## src/rtl/cpu_pkg.sv

```systemverilog
// cpu_pkg: shared register-file constants and word/index types
package cpu_pkg;
  localparam int DEF_DATA_W = 32;
  localparam int DEF_ADDR_W = 5;
  localparam int REG_ZERO = 0;
  localparam int REG_SP = 29;
  localparam int SP_RESET = 128;
  typedef logic [DEF_ADDR_W-1:0] reg_idx_t;
  typedef logic [DEF_DATA_W-1:0] word_t;
endpackage

```

## src/rtl/reg_read_port.sv

```systemverilog
// reg_read_port: combinational register read with zero-register and write-forward rules
module reg_read_port
  import cpu_pkg::*;
#(
  parameter int DATA_W = DEF_DATA_W,
  parameter int ADDR_W = DEF_ADDR_W
) (
  input  logic [ADDR_W-1:0]                   addr,
  input  logic [(2**ADDR_W)-1:0][DATA_W-1:0]  regs,
  input  logic                                fwd_en,
  input  logic [ADDR_W-1:0]                   fwd_addr,
  input  logic [DATA_W-1:0]                   fwd_data,
  output logic [DATA_W-1:0]                   data
);
  always_comb
    data = (addr == ADDR_W'(REG_ZERO)) ? '0 :
           (fwd_en && fwd_addr == addr) ? fwd_data : regs[addr];
endmodule

```

## src/rtl/reg_file_wb.sv

```systemverilog
// reg_file_wb: 32-entry register file with bypassed read ports, debug port and write counter
module reg_file_wb
  import cpu_pkg::*;
#(
  parameter int DATA_W  = DEF_DATA_W,
  parameter int ADDR_W  = DEF_ADDR_W,
  parameter int SP_IDX  = REG_SP,
  parameter int SP_INIT = SP_RESET,
  parameter bit BYPASS  = 1'b1
) (
  input  logic              clk_i,
  input  logic              rst_i,
  input  logic [ADDR_W-1:0] rs_addr_i,
  input  logic [ADDR_W-1:0] rt_addr_i,
  input  logic [ADDR_W-1:0] rd_addr_i,
  input  logic [DATA_W-1:0] rd_data_i,
  input  logic              reg_write_i,
  input  logic [ADDR_W-1:0] dbg_addr_i,
  output logic [DATA_W-1:0] rs_data_o,
  output logic [DATA_W-1:0] rt_data_o,
  output logic [DATA_W-1:0] dbg_data_o,
  output logic [15:0]       wr_count_o
);
  localparam int DEPTH = 2**ADDR_W;
  logic [DEPTH-1:0][DATA_W-1:0] regs;
  logic commit;
  logic fwd_en;
  always_comb begin
    commit = reg_write_i && rd_addr_i != ADDR_W'(REG_ZERO);
    fwd_en = BYPASS && rst_i && commit;
  end
  always_ff @(posedge clk_i) begin
    if (!rst_i) begin
      for (int i = 0; i < DEPTH; i++) regs[i] <= (i == SP_IDX) ? DATA_W'(SP_INIT) : '0;
      wr_count_o <= '0;
    end else if (commit) begin
      regs[rd_addr_i] <= rd_data_i;
      wr_count_o <= wr_count_o + 16'd1;
    end
  end
  reg_read_port #(.DATA_W(DATA_W), .ADDR_W(ADDR_W)) u_rs (
    .addr(rs_addr_i), .regs(regs), .fwd_en(fwd_en), .fwd_addr(rd_addr_i),
    .fwd_data(rd_data_i), .data(rs_data_o)
  );
  reg_read_port #(.DATA_W(DATA_W), .ADDR_W(ADDR_W)) u_rt (
    .addr(rt_addr_i), .regs(regs), .fwd_en(fwd_en), .fwd_addr(rd_addr_i),
    .fwd_data(rd_data_i), .data(rt_data_o)
  );
  // debug view always shows committed state
  reg_read_port #(.DATA_W(DATA_W), .ADDR_W(ADDR_W)) u_dbg (
    .addr(dbg_addr_i), .regs(regs), .fwd_en(1'b0), .fwd_addr('0),
    .fwd_data('0), .data(dbg_data_o)
  );
endmodule

```

## config.mk

```make
export PLATFORM = sky130hd
export DESIGN_NAME = reg_file_wb
export DESIGN_NICKNAME = d
export VERILOG_FILES = /design/src/rtl/cpu_pkg.sv /design/src/rtl/reg_read_port.sv /design/src/rtl/reg_file_wb.sv
export SDC_FILE = /design/constraint.sdc
export NUM_CORES = 2
export LEC_CHECK = 0
export ABC_AREA = 0
export BUFFER_PORTS_ARGS = -buffer_cell sky130_fd_sc_hd__buf_4
export CAP_MARGIN = 0
export CORE_ASPECT_RATIO = 1.25
export CORE_MARGIN = 3
export CORE_UTILIZATION = 50
export CTS_CLUSTER_DIAMETER = 50
export DETAILED_ROUTE_END_ITERATION = 10
export PLACE_DENSITY = 0.69
export SYNTH_ARGS = -nofsm -noshare
export SYNTH_HDL_FRONTEND = slang
export SYNTH_SLANG_ARGS = --single-unit
```

## constraint.sdc

```tcl
create_clock -name clk_i -period 1.9 [get_ports clk_i]
set_input_delay 0.19 -clock clk_i [delete_from_list [all_inputs] [get_ports clk_i]]
set_output_delay 0.19 -clock clk_i [all_outputs]
set_load 0.01 [all_outputs]
```

==> After elaboration in Yosys (flattened, before gate mapping) <==
Cells that the tools add are included.
Widths: inputs -> output; s select.
{ "word_totals": {"ff_bits": 1040, "input_bits": 55, "output_inout_bits": 112, "word_cells": 64} }
{ "op_classes": {"addsub": 1, "n_lt_le_gt_ge": 5, "n_eq_ne": 2, "mux": 14, "n_reduce_logical": 9} }
{ "op_table": {"columns": ["op", "n"], "rows": [
  ["$bwmux 1024", 1],
  ["$bmux 32 s5", 3],
  ["$mux 32", 9],
  ["$demux 32 s5", 1],
  ["$lt 5x6->1 const B", 4],
  ["$add 16x1->16 const B", 1],
  ["$logic_not 5->1", 3],
  ["$eq 5x5->1", 2],
  ["$ge 5x1->1 const B", 1],
  ["$logic_and 1x1->1", 5],
  ["$reduce_bool 5->1", 1]
]} }

==> Depth between registers and ports, before layout <==
{ "logic_depth": {"depth_word": 6, "ltp_mapped": 10, "mapped_depth_nobuf": 5} }

==> Cells and area by module <==
From an unflattened synthesis, not the netlist that was laid out.
{ "hier_totals": {"cells_unflattened": 7170, "area_unflattened_um2": 64161.5} }
{ "modules_own_cells": {"columns": ["module", "instances", "cells_per_inst", "area_per_inst_um2", "seq_area_each_um2"], "rows": [
  ["reg_file_wb", 1, 4614, 36891.6, 20820.0],
  ["reg_read_port", 3, 852, 9090.0, 0.0]
]} }

==> Worst setup path before layout <==
No wires, ideal clock.
{ "synth_path": {"path_kind": "input-to-output", "startpoint": "input port rs_addr_i[0]", "endpoint": "output port rs_data_o[0]", "t_arrival_ps": 1808, "t_required_ps": 1710, "setup_slack_ps": -98, "stages": 7, "n_path_buf": 3, "cell_sequence": "buf_4 > buf_2 > buf_2 > mux4_2 > a22oi_1 > a21boi_0 > o221a_2"} }
{ "synth_via": {"elab_chain_cells": 4, "word_cells_on_any_way": 7, "classes_between": "eq/ne: 1; mux: 4; reduce/logical: 2"} }
{ "synth_rtl": {"columns": ["element", "line", "rtl"], "rows": [
  ["from (decl)", "reg_file_wb.sv:13", "input logic [ADDR_W-1:0] rs_addr_i,"],
  ["$bmux 32 s5 or $eq 5x5->1 (tied branches)", "reg_read_port.sv:17", "(fwd_en && fwd_addr == addr) ? fwd_data : regs[addr];"],
  ["$mux 32 (implied by the code) or $logic_and 1x1->1 (tied branches)", "reg_read_port.sv:17", null],
  ["$mux 32", "reg_read_port.sv:17", null],
  ["$mux 32 (*)", "reg_read_port.sv:16", "data = (addr == ADDR_W'(REG_ZERO)) ? '0 :"],
  ["to (decl)", "reg_file_wb.sv:19", "output logic [DATA_W-1:0] rs_data_o,"]
]} }
Mark *: on every way between the ends. The rest lies on a longest branch, timed or not. The select of a mux whose other input is x is not followed.

==> Worst setup path after layout <==
{ "layout_path": {"startpoint": "register regs[117] (netlist bit)", "endpoint": "output port dbg_data_o[21]"} }
{ "layout_via": {"elab_chain_cells": 3} }
{ "layout_rtl": {"columns": ["element", "line", "rtl"], "rows": [
  ["from (decl)", "reg_file_wb.sv:25", "logic [DEPTH-1:0][DATA_W-1:0] regs;"],
  ["from (signal, indexed assignment)", "reg_file_wb.sv:37", "regs[rd_addr_i] <= rd_data_i;"],
  ["$bmux 32 s5", "reg_read_port.sv:17", null],
  ["$mux 32 (implied by the code)", "reg_read_port.sv:17", null],
  ["$mux 32", "reg_read_port.sv:16", null],
  ["to (decl)", "reg_file_wb.sv:21", "output logic [DATA_W-1:0] dbg_data_o,"]
]} }
Every way passes these cells. The select of a mux whose other input is x is not followed.

==> metrics.txt <==
highest clock rate=350 MHz; # rows=~150; H-tree depth=3; Syn Inst Count=approximately 6600; # setup viols final=slightly below 100; Routed WL=296000 µm; syn_area_per_cell=about 9.5 µm²; grt ovf=0; synthesized net count=6702; critical path data required time=1.71 ns; Max Cap Violations=0; IO Pins=between 150 and 200; Residual DRC=0; number of synthesized flops with an enable pin=0; Worst Reg-to-Reg Cells=5; vias in the first global route=between 60000 and 70000; Pwr Total=about 55 mW; largest area contributor in the netlist=dfxtp_1; Num CTS Buffers=~120; CP Cell Sequence=mux2i_1 -> o22ai_1 -> a211o_1 -> a21oi_1 -> nor3_1 -> buf_4 -> buf_4; slowest cell delay on critical path=between 0.5 and 0.6 ns; DR vias=62800; Post-Layout Cell Count=about 9000; core area=about 130000 µm²; Placer Congestion=0.974; flops & latches, synth=about 1000; worst-skew pair later-pin latency=between 0.7 and 0.8 ns; Setup TNS Final=-66.95 ns; critical path depth in cells=7; root buffer cell=clkbuf_16; P&R area growth vs syn=29.2%; Slew headroom=25.3%; starting density of the core=50.6%; fin nets=between 7000 and 8000; Worst Path Max Fanout=4; CP Launch Type=register; clk buf depth=3; synth top area cells=dfxtp_1, mux4_2, nand2_1; LEAKAGE=~28 nW; power per cell area=670 nW/µm²; gr usage total=43.8%; Worst EP arrival=between 2 and 3 ns; Netlist cell types=58; dpl cells=~8600; PortBufs=roughly 170; Hold Vio Cnt, Final=0; part of the Yosys area used for sequential elements=32.9%; Max IR drop VDD=774 µV; die height=404 µm; layout cell share with drive strength beyond 1=39.3%; initial drt markers=10600; die area=around 130000 µm²; async set or reset register ratio after synthesis=0%; Die Wd=324 µm; status=finished, violations left; largest net degree at the start of global routing=between 200 and 250; global-route wire length before repair=around 420000 µm; most frequent CP cell=buf_4; register-to-register setup slack=between 0.15 and 0.2 ns; worst hold path class=primary input to register; Clock Pin Slew Worst Setup and Hold Paths=0.06 ns; cell depth of the worst hold path=4; violated checks=setup timing; drt via density=7.06; FF-to-FF End=wr_count_o[11]; Synth Flop Type=dfxtp_1; hold endpoint=regs[657]; buffer and inverter count on the worst path=2; Antenna Violating Nets Remaining=0; synth warn=0; Cell Area, Synth=63400 µm²; drt wl/cell=between 30 and 40 µm; Tmin final=2.86 ns; clock sinks=about 1000; part of the cycle the worst path needs=150%; CP delay by family, top=simple AND/OR/NAND/NOR gates; initial antenna violation count=21; unrepaired setup endpoints after global routing=yes; Worst Skew=~0.0051 ns; CTS tree=done; Post-DP HPWL=between 150000 and 200000 µm; final setup margin=-0.957 ns; Worst Setup End Kind=output port; CP max stage cell=nor3_1; worst setup path class=register to output port; hold_sp=rd_data_i[17]; Fin Hold WS=0.0597 ns; Pre-Repair DR Iteration Count=8; Synth top area share=between 30% and 40%; RR Startpoint=wr_count_o[3]; measured slew at the worst slew-check pin=between 1 and 1.5 ns; final slew viol count=0; fillcell total=about 9500
==> where the power goes <==
part	total, mW	switching (mW)	internal [mW]
clock	24.7	10.5	14.2
sequential	22.1	0.158	22.0
combinational	8.03	4.63	3.41
==> worst max path at each step <==
| stage | start | end | slack [ns] |
|---|---|---|---|
| 2_1_floorplan | dbg_addr_i[0] | dbg_data_o[12] | -0.02 |
| 3_3_place_gp | dbg_addr_i[3] | dbg_data_o[23] | -1.01 |
| 3_5_place_dp | dbg_addr_i[3] | dbg_data_o[23] | -1.04 |
| 4_1_cts | regs[215] | dbg_data_o[23] | -1.0 |
| 5_1_grt | regs[215] | dbg_data_o[23] | -0.97 |
| 6_report | regs[117] | dbg_data_o[21] | -0.96 |
==> worst reg2reg max path: cells and delay by family (launching register included) <==
kind	cells	cell delay, ns
xor gates and xnor gates	1	0.11
and+or+nand+nor	4	1.10
DFF	1	0.39
==> cell usage after synthesis, drive strengths merged, types with 2 or more instances <==
| master | count |
|---|---|
| nand2b | 3 |
| a22oi | 139 |
| xnor2 | 6 |
| a22o | 3 |
| nor4 | 4 |
| or2 | 6 |
| a21oi | 41 |
| nand4 | 6 |
| nand2 | 2032 |
| mux4 | 672 |
| a211oi | 4 |
| o221ai | 10 |
| and3 | 2 |
| nand3 | 7 |
| o211ai | 13 |
| o221a | 62 |
| mux2i | 222 |
| nor2b | 10 |
| a221oi | 56 |
| or3b | 4 |
| inv | 6 |
| a21boi | 1045 |
| and3b | 4 |
| or3 | 5 |
| nand3b | 3 |
| nor2 | 50 |
| o21a | 4 |
| buf | 268 |
| a221o | 2 |
| nor3b | 5 |
| nor3 | 30 |
| a2bb2oi | 3 |
| clkbuf | 484 |
| and4 | 2 |
| mux2 | 50 |
| o22ai | 116 |
| o21ai | 120 |
| and2 | 49 |
| xor2 | 17 |
| a211o | 36 |
| dfxtp | 1040 |
==> stage by stage <==
step | util, % | area, µm² | worst slack (ns)
detailed placement | 58.8 | 73700 | -1.04
global placement | 58.8 | 73700 | -1.01
CTS | 64.2 | 80500 | -0.998
floorplan | - | 63500 | -0.0170
finish | 65.3 | 81900 | -0.957
global route | 65.3 | 81800 | -0.974
==> registers in the layout, summed over array words and instances, names as in the netlist <==
signal      cells
wr_count_o     16
regs         1024
==> logic make-up after synthesis <==
logic type,share of synthesized area (%)
flip-flops,32.9
XOR/XNOR,0.318
adder cells (fa/ha/maj),0.0197
multiplexers,28.3
AND/OR/NAND/NOR,13.8
buffers and inverters,5.40
AO/OA/AOI/OAI,19.4
==> layout by cell type (no fill, tap or decap), drive strengths merged, types with 27 or more instances in the layout <==
master       synthesis  layout
mux4               672     672
nor3                30      30
a221oi              56      56
mux2                50      50
dfxtp             1040    1040
o21ai              120     120
and2                49      49
a21boi            1045    1045
nand2             2032    2032
clkbuf             484     158
buf                268    1050
nor2                50      50
o221a               62      62
mux2i              222     222
dlygate4sd3          0      31
a22oi              139     139
a211o               36      36
clkinv               0      27
a21oi               41      41
o22ai              116     116
==> area by class of cell <==
cell class / instances / area (µm²) / area share, %
Multi-Input combinational cell: 4848 / 42200 / 51.6
Inverter: 6 / 22.5 / 0.0275
Clock inverter: 63 / 807 / 0.986
Clock buffer: 158 / 3330 / 4.07
Timing Repair Buffer: 1081 / 12100 / 14.8
Sequential cell: 1040 / 21200 / 25.9
Antenna cell: 9 / 22.5 / 0.0275
Tap cell: 1690 / 2110 / 2.58
==> what timing repair did <==
| item | in CTS | in global routing |
|---|---|---|
| hold buffers | 31 | 0 |
| resized for setup | 753 | 348 |
| endpoints found under the hold margin | 871 | 0 |
| setup endpoints to repair | 96 | 98 |
| pin swaps | 283 | 202 |
| setup buffers | 44 | 17 |
| cloned | 0 | 0 |
==> routing by layer <==
layer | share of wire (%) | wire, µm | GRT usage [%] | up-vias
met5 | 0.042 | 124 | 0.0368 | -
met3 | 16 | 46200 | 17.8 | 1738
met2 | 42 | 124000 | 63.5 | 5676
met1 | 33 | 96600 | 51.3 | 30400
li1 | - | - | - | 25000
met4 | 9.8 | 29000 | 34.9 | 18
Power figures use the tool's default switching activity.
